<file path="config.mk">
export PLATFORM = sky130hd
export DESIGN_NAME = multicycle_control
export DESIGN_NICKNAME = d
export VERILOG_FILES = /design/src/rtl/multicycle_control.sv
export SDC_FILE = /design/constraint.sdc
export NUM_CORES = 1
export LEC_CHECK = 0
export ABC_AREA = 1
export CAP_MARGIN = 40
export CORE_MARGIN = 2
export CORE_UTILIZATION = 53
export DETAILED_ROUTE_END_ITERATION = 8
export GPL_TIMING_DRIVEN = 1
export PLACE_DENSITY = 0.89
export SYNTH_ARGS = -nofsm -noshare
export SYNTH_HDL_FRONTEND = slang
export SYNTH_SLANG_ARGS = --single-unit
</file>
<file path="constraint.sdc">
create_clock -name clk -period 4.5 [get_ports clk]
set_input_delay 0.9 -clock clk [delete_from_list [all_inputs] [get_ports clk]]
set_output_delay 0.9 -clock clk [all_outputs]
set_load 0.03 [all_outputs]
</file>
<file path="src/rtl/multicycle_control.sv">
// multicycle_control: multi-cycle MIPS control FSM.
// Sequences each instruction over 3-5 cycles for a shared-memory,
// shared-ALU datapath, stalls on MemReady and counts retired instructions.
// Optional build macro CONTROL_ILLEGAL_TRAP_EN: illegal opcodes enter a
// sticky TRAP state and raise the Trap port (the port exists only then).
module multicycle_control #(
  parameter int ALUOP_WIDTH      = 3,
  parameter int USE_MEM_READY    = 1,
  parameter int RETIRE_CNT_WIDTH = 32
) (
  input  logic                        clk,
  input  logic                        reset,
  input  logic [5:0]                  OP,
  input  logic                        MemReady,
  output logic                        PCWrite,
  output logic                        BranchEQ,
  output logic                        BranchNE,
  output logic                        IorD,
  output logic                        MemRead,
  output logic                        MemWrite,
  output logic                        IRWrite,
  output logic                        MemtoReg,
  output logic                        RegDst,
  output logic                        Link,
  output logic                        RegWrite,
  output logic                        ALUSrcA,
  output logic [1:0]                  ALUSrcB,
  output logic [1:0]                  PCSrc,
  output logic [ALUOP_WIDTH-1:0]      ALUOp,
  output logic [RETIRE_CNT_WIDTH-1:0] InstrCount,
`ifdef CONTROL_ILLEGAL_TRAP_EN
  output logic                        Trap,
`endif
  output logic [3:0]                  State
);

  typedef enum logic [3:0] {
    S_FETCH     = 4'd0,
    S_DECODE    = 4'd1,
    S_MEM_ADDR  = 4'd2,
    S_MEM_READ  = 4'd3,
    S_MEM_WB    = 4'd4,
    S_MEM_WRITE = 4'd5,
    S_R_EXEC    = 4'd6,
    S_R_WB      = 4'd7,
    S_BRANCH    = 4'd8,
    S_JUMP      = 4'd9,
    S_I_EXEC    = 4'd10,
    S_I_WB      = 4'd11,
    S_TRAP      = 4'd12
  } state_t;

  localparam logic [5:0] OP_RTYPE = 6'h00;
  localparam logic [5:0] OP_J     = 6'h02;
  localparam logic [5:0] OP_JAL   = 6'h03;
  localparam logic [5:0] OP_BEQ   = 6'h04;
  localparam logic [5:0] OP_BNE   = 6'h05;
  localparam logic [5:0] OP_ADDI  = 6'h08;
  localparam logic [5:0] OP_ANDI  = 6'h0C;
  localparam logic [5:0] OP_ORI   = 6'h0D;
  localparam logic [5:0] OP_LUI   = 6'h0F;
  localparam logic [5:0] OP_LW    = 6'h23;
  localparam logic [5:0] OP_SW    = 6'h2B;

  state_t                        state_q, state_d;
  logic [5:0]                    op_q, op_d;
  logic [RETIRE_CNT_WIDTH-1:0]   cnt_q, cnt_d;
  logic [2:0]                    aluop_code;
  logic                          mem_rdy;
  logic                          retire;

  // With the handshake disabled every memory access completes at once.
  assign mem_rdy = (USE_MEM_READY != 0) ? MemReady : 1'b1;

  // State, latched opcode and retire counter registers.
  always_ff @(posedge clk or posedge reset) begin
    if (reset) begin
      state_q <= S_FETCH;
      op_q    <= '0;
      cnt_q   <= '0;
    end else begin
      state_q <= state_d;
      op_q    <= op_d;
      cnt_q   <= cnt_d;
    end
  end

  // Next-state and control outputs; everything is held at 0 while reset is high.
  always_comb begin
    state_d    = state_q;
    op_d       = op_q;
    aluop_code = 3'b000;
    PCWrite    = 1'b0;
    BranchEQ   = 1'b0;
    BranchNE   = 1'b0;
    IorD       = 1'b0;
    MemRead    = 1'b0;
    MemWrite   = 1'b0;
    IRWrite    = 1'b0;
    MemtoReg   = 1'b0;
    RegDst     = 1'b0;
    Link       = 1'b0;
    RegWrite   = 1'b0;
    ALUSrcA    = 1'b0;
    ALUSrcB    = 2'b00;
    PCSrc      = 2'b00;
`ifdef CONTROL_ILLEGAL_TRAP_EN
    Trap       = 1'b0;
`endif
    if (!reset) begin
      case (state_q)
        S_FETCH: begin
          MemRead = 1'b1;
          ALUSrcB = 2'b01;
          // IR and PC load only in the cycle the instruction word arrives.
          IRWrite = mem_rdy;
          PCWrite = mem_rdy;
          if (mem_rdy) state_d = S_DECODE;
        end
        S_DECODE: begin
          ALUSrcB = 2'b11;
          op_d    = OP;
          case (OP)
            OP_RTYPE:                          state_d = S_R_EXEC;
            OP_LW, OP_SW:                      state_d = S_MEM_ADDR;
            OP_BEQ, OP_BNE:                    state_d = S_BRANCH;
            OP_J, OP_JAL:                      state_d = S_JUMP;
            OP_ADDI, OP_ANDI, OP_ORI, OP_LUI:  state_d = S_I_EXEC;
`ifdef CONTROL_ILLEGAL_TRAP_EN
            default:                           state_d = S_TRAP;
`else
            // PC has already advanced, so an unknown opcode acts as a NOP.
            default:                           state_d = S_FETCH;
`endif
          endcase
        end
        S_MEM_ADDR: begin
          ALUSrcA    = 1'b1;
          ALUSrcB    = 2'b10;
          aluop_code = (op_q == OP_SW) ? 3'b110 : 3'b101;
          state_d    = (op_q == OP_SW) ? S_MEM_WRITE : S_MEM_READ;
        end
        S_MEM_READ: begin
          MemRead = 1'b1;
          IorD    = 1'b1;
          if (mem_rdy) state_d = S_MEM_WB;
        end
        S_MEM_WB: begin
          MemtoReg = 1'b1;
          RegWrite = 1'b1;
          state_d  = S_FETCH;
        end
        S_MEM_WRITE: begin
          MemWrite = 1'b1;
          IorD     = 1'b1;
          if (mem_rdy) state_d = S_FETCH;
        end
        S_R_EXEC: begin
          ALUSrcA    = 1'b1;
          aluop_code = 3'b111;
          state_d    = S_R_WB;
        end
        S_R_WB: begin
          RegDst   = 1'b1;
          RegWrite = 1'b1;
          state_d  = S_FETCH;
        end
        S_BRANCH: begin
          ALUSrcA    = 1'b1;
          aluop_code = 3'b100;
          PCSrc      = 2'b01;
          BranchEQ   = (op_q == OP_BEQ);
          BranchNE   = (op_q == OP_BNE);
          state_d    = S_FETCH;
        end
        S_JUMP: begin
          PCSrc    = 2'b10;
          PCWrite  = 1'b1;
          Link     = (op_q == OP_JAL);
          RegWrite = (op_q == OP_JAL);
          state_d  = S_FETCH;
        end
        S_I_EXEC: begin
          ALUSrcA = 1'b1;
          ALUSrcB = 2'b10;
          case (op_q)
            OP_ANDI: aluop_code = 3'b011;
            OP_ORI:  aluop_code = 3'b001;
            OP_LUI:  aluop_code = 3'b010;
            default: aluop_code = 3'b000;
          endcase
          state_d = S_I_WB;
        end
        S_I_WB: begin
          RegWrite = 1'b1;
          state_d  = S_FETCH;
        end
`ifdef CONTROL_ILLEGAL_TRAP_EN
        S_TRAP: begin
          Trap    = 1'b1;
          state_d = S_TRAP;
        end
`endif
        default: state_d = S_FETCH;
      endcase
    end
  end

  // An instruction retires on its return to FETCH; DECODE->FETCH is an illegal-opcode NOP.
  always_comb begin
    retire = (state_q != S_FETCH) && (state_q != S_DECODE) && (state_d == S_FETCH);
    cnt_d  = cnt_q + RETIRE_CNT_WIDTH'(retire);
  end

  assign ALUOp      = ALUOP_WIDTH'(aluop_code);
  assign InstrCount = cnt_q;
  assign State      = state_q;

endmodule
</file>
==> flow_summary.yaml <==
run_status:
  status: "completed"
worst_setup_path:
  crit_family: "buffers and inverters"
  cpMaxStageDelayCell: "clkdlybuf4s50_1"
  critical_path_class: "primary input to primary output"
  crit_fanout: 49
  crit_chain: "clkdlybuf4s50_1 > buf_4 > clkinv_1 > buf_12 > a31o_2 > clkdlybuf4s50_1"
  cp.required_ns: 3.60
  worstSetupStartpointType: "primary input"
  cp-startpoint: "reset"
  worstPathArrival_ns: 2.73
  cp-end-kind: "primary output"
  crit_buf_inv: 5
  cpPeakStageDelay_ns: 0.58
  regToRegStartpoint: "State[3]"
  cp_common_cell: "clkdlybuf4s50_1"
yosys:
  synth_cells: 340
  syn_nets: 351
  synth-edff-count: 0
  synthDistinctLibCells: 32
  seq_area_frac_synth_pct: 41.5
  ys_seq_elements: 42
  async_flop_share_pct: 100
  ys.flop_type: "dfrtp_1"
  mappedNetlistArea_um2: 2530
  yosys_warnings: 0
  syn_avg_cell_area_um2: 7.44
floorplan:
  die_x_um: 73.1
  die_h_um: 73.1
  ios: 64
  core-area_um2: 4660
  dieArea_um2: 5340
  start_util_pct: 54.3
  rows: 25
global_routing:
  antenna_found_initial: 0
  grt_pass1_wl_um: 10600
  grt_pass1_vias: 2336
  track_usage_pct: 26.0
  grt_overflow: 0
  grt_max_degree: 50
place:
  portBuffers: 63
  hpwl_um: 5110
  gp_congestion: 1.00
drt:
  drtAntennaViolNets: 0
  route.detailed.drc: 0
  viasPerCell: 5.36
  num_vias: 2486
  first_pass_iters: 4
  wl_um: 6480
  wire_per_inst_um: 14.0
  drtIter0Drc: 144
timing:
  fin_skew_ns: 0.0132
  setup_tns_ns: 0
  slew_headroom_pct: 61.4
  drv_slew: 0
  setup_viol: 0
  grt_setup_unrepaired: "no"
  finalHoldViolations: 0
  finalCritPeriodShare_pct: 80.8
  tightest_slew_ns: 0.574
  min_period_ns: 3.63
  max_freq_mhz: 275
finish:
  regArea_um2: 1050
  multiInputGateArea_um2: 1310
  layout_common_cells: "nand2_1 (87), clkdlybuf4s50_1 (63), nor2_1 (52), dfrtp_1 (42), inv_1 (36)"
  areaGrowthSynthToFinish_pct: 31.9
  final_common_cell: "nand2_1"
  drive_gt1_share_pct: 6.10
  fillCellCount: 365
  finalNetCount: 420
  antenna_cells: 0
  fin_util_pct: 71.6
clock_tree:
  ctsResizeCount: 0
  clkTransAtPathRegs_ns: 0.08
  cts_buffers: 5
  htree_levels: 2
  cts_root_buf: "clkbuf_8"
  cts_tree: "built"
  clockBufferDepth: 2
  cts_hold_buffers: 0
  post_cts_buffers: 0
  clock-sinks: 42
  clock_latency_ns: 0.30
power:
  p_per_area_nw_per_um2: 391
  p_leak_nw: 1.55
  ir_drop_v: 0.000241
  power_mw: 1.31
flow_run:
  maxCapViolCount: 0
hold_path:
  min-delay-path-class: "flip-flop to flip-flop"
  hold_start: "InstrCount[31]"
[routing by layer]
layer	GRT usage (%)	wire, µm	up-vias
met1	37.6	2970	1142
li1	-	-	1221
met3	5.11	462	14
met2	38.7	2910	109
met4	9.26	136	0
met5	0	0	-
[cells by family after synthesis]
group,synth area share [%]
and+or+nand+nor,35.3
buffers and inverters,6.87
DFF,41.5
xor gates and xnor gates,10.4
AOI/OAI and AO/OA,4.90
adders and majority gates,0.989
[cell type report]
cell class,instances,area share (%)
tap,54,2.02
inverter,43,4.84
sequential,42,31.5
timing repair buffer,65,19.7
clock buffer,6,2.47
clock inverter,2,0.375
multi-input combinational,252,39.1
[state kept, by name (all words and copies together) (netlist names)]
signal / cells
State: 4
InstrCount: 32
op_q: 6
[metrics by stage]
step	setup WS (ns)	cells	cell area, µm²	hold WS [ns]
2_1_floorplan	0.505	340	2530	0.476
3_3_place_gp	0.811	456	3240	0.460
3_5_place_dp	0.685	456	3240	0.465
4_1_cts	0.853	464	3340	0.476
5_1_grt	0.769	464	3340	0.519
6_report	0.866	464	3340	0.480
[synthesized netlist by cell type (2+ instances only)]
master | number | share of area [%]
nor3b_1 | 3 | 0.89
nor3_2 | 2 | 0.79
nand3_1 | 14 | 2.8
nor2_1 | 52 | 7.7
o21ai_0 | 7 | 1.4
xnor2_1 | 7 | 2.4
nand3b_1 | 3 | 0.89
dfrtp_1 | 42 | 42
clkinv_1 | 2 | 0.30
a31oi_1 | 2 | 0.49
nor2_4 | 3 | 1.3
nor4_1 | 3 | 0.74
a21boi_1 | 2 | 0.59
inv_1 | 36 | 5.3
and3_1 | 2 | 0.49
nor3_1 | 22 | 4.4
ha_1 | 2 | 0.99
o21a_1 | 2 | 0.59
xor2_1 | 23 | 8.0
nand4_1 | 4 | 0.99
inv_2 | 5 | 0.74
nand2_1 | 87 | 13
a21oi_1 | 6 | 1.2
[final timing paths]
path                                       end  slack (ns)  cells after the start
worst max-delay path                  RegWrite        0.87                      6
worst min-delay path            InstrCount[31]        0.48                      1
worst max register to register  InstrCount[14]        1.57                     18
worst min register to register  InstrCount[31]        0.48                      1
max in group asynchronous        InstrCount[8]        3.14                      4
min in group asynchronous              op_q[0]        1.14                      4
[where the power goes]
group / switching, mW / internal, mW / total [mW] / leakage, nW
clock: 0.129 / 0.123 / 0.252 / 0.0472
combinational: 0.337 / 0.201 / 0.538 / 0.976
sequential: 0.0771 / 0.439 / 0.516 / 0.527
total: 0.543 / 0.763 / 1.31 / 1.55
(Power assumes the default switching activity.)
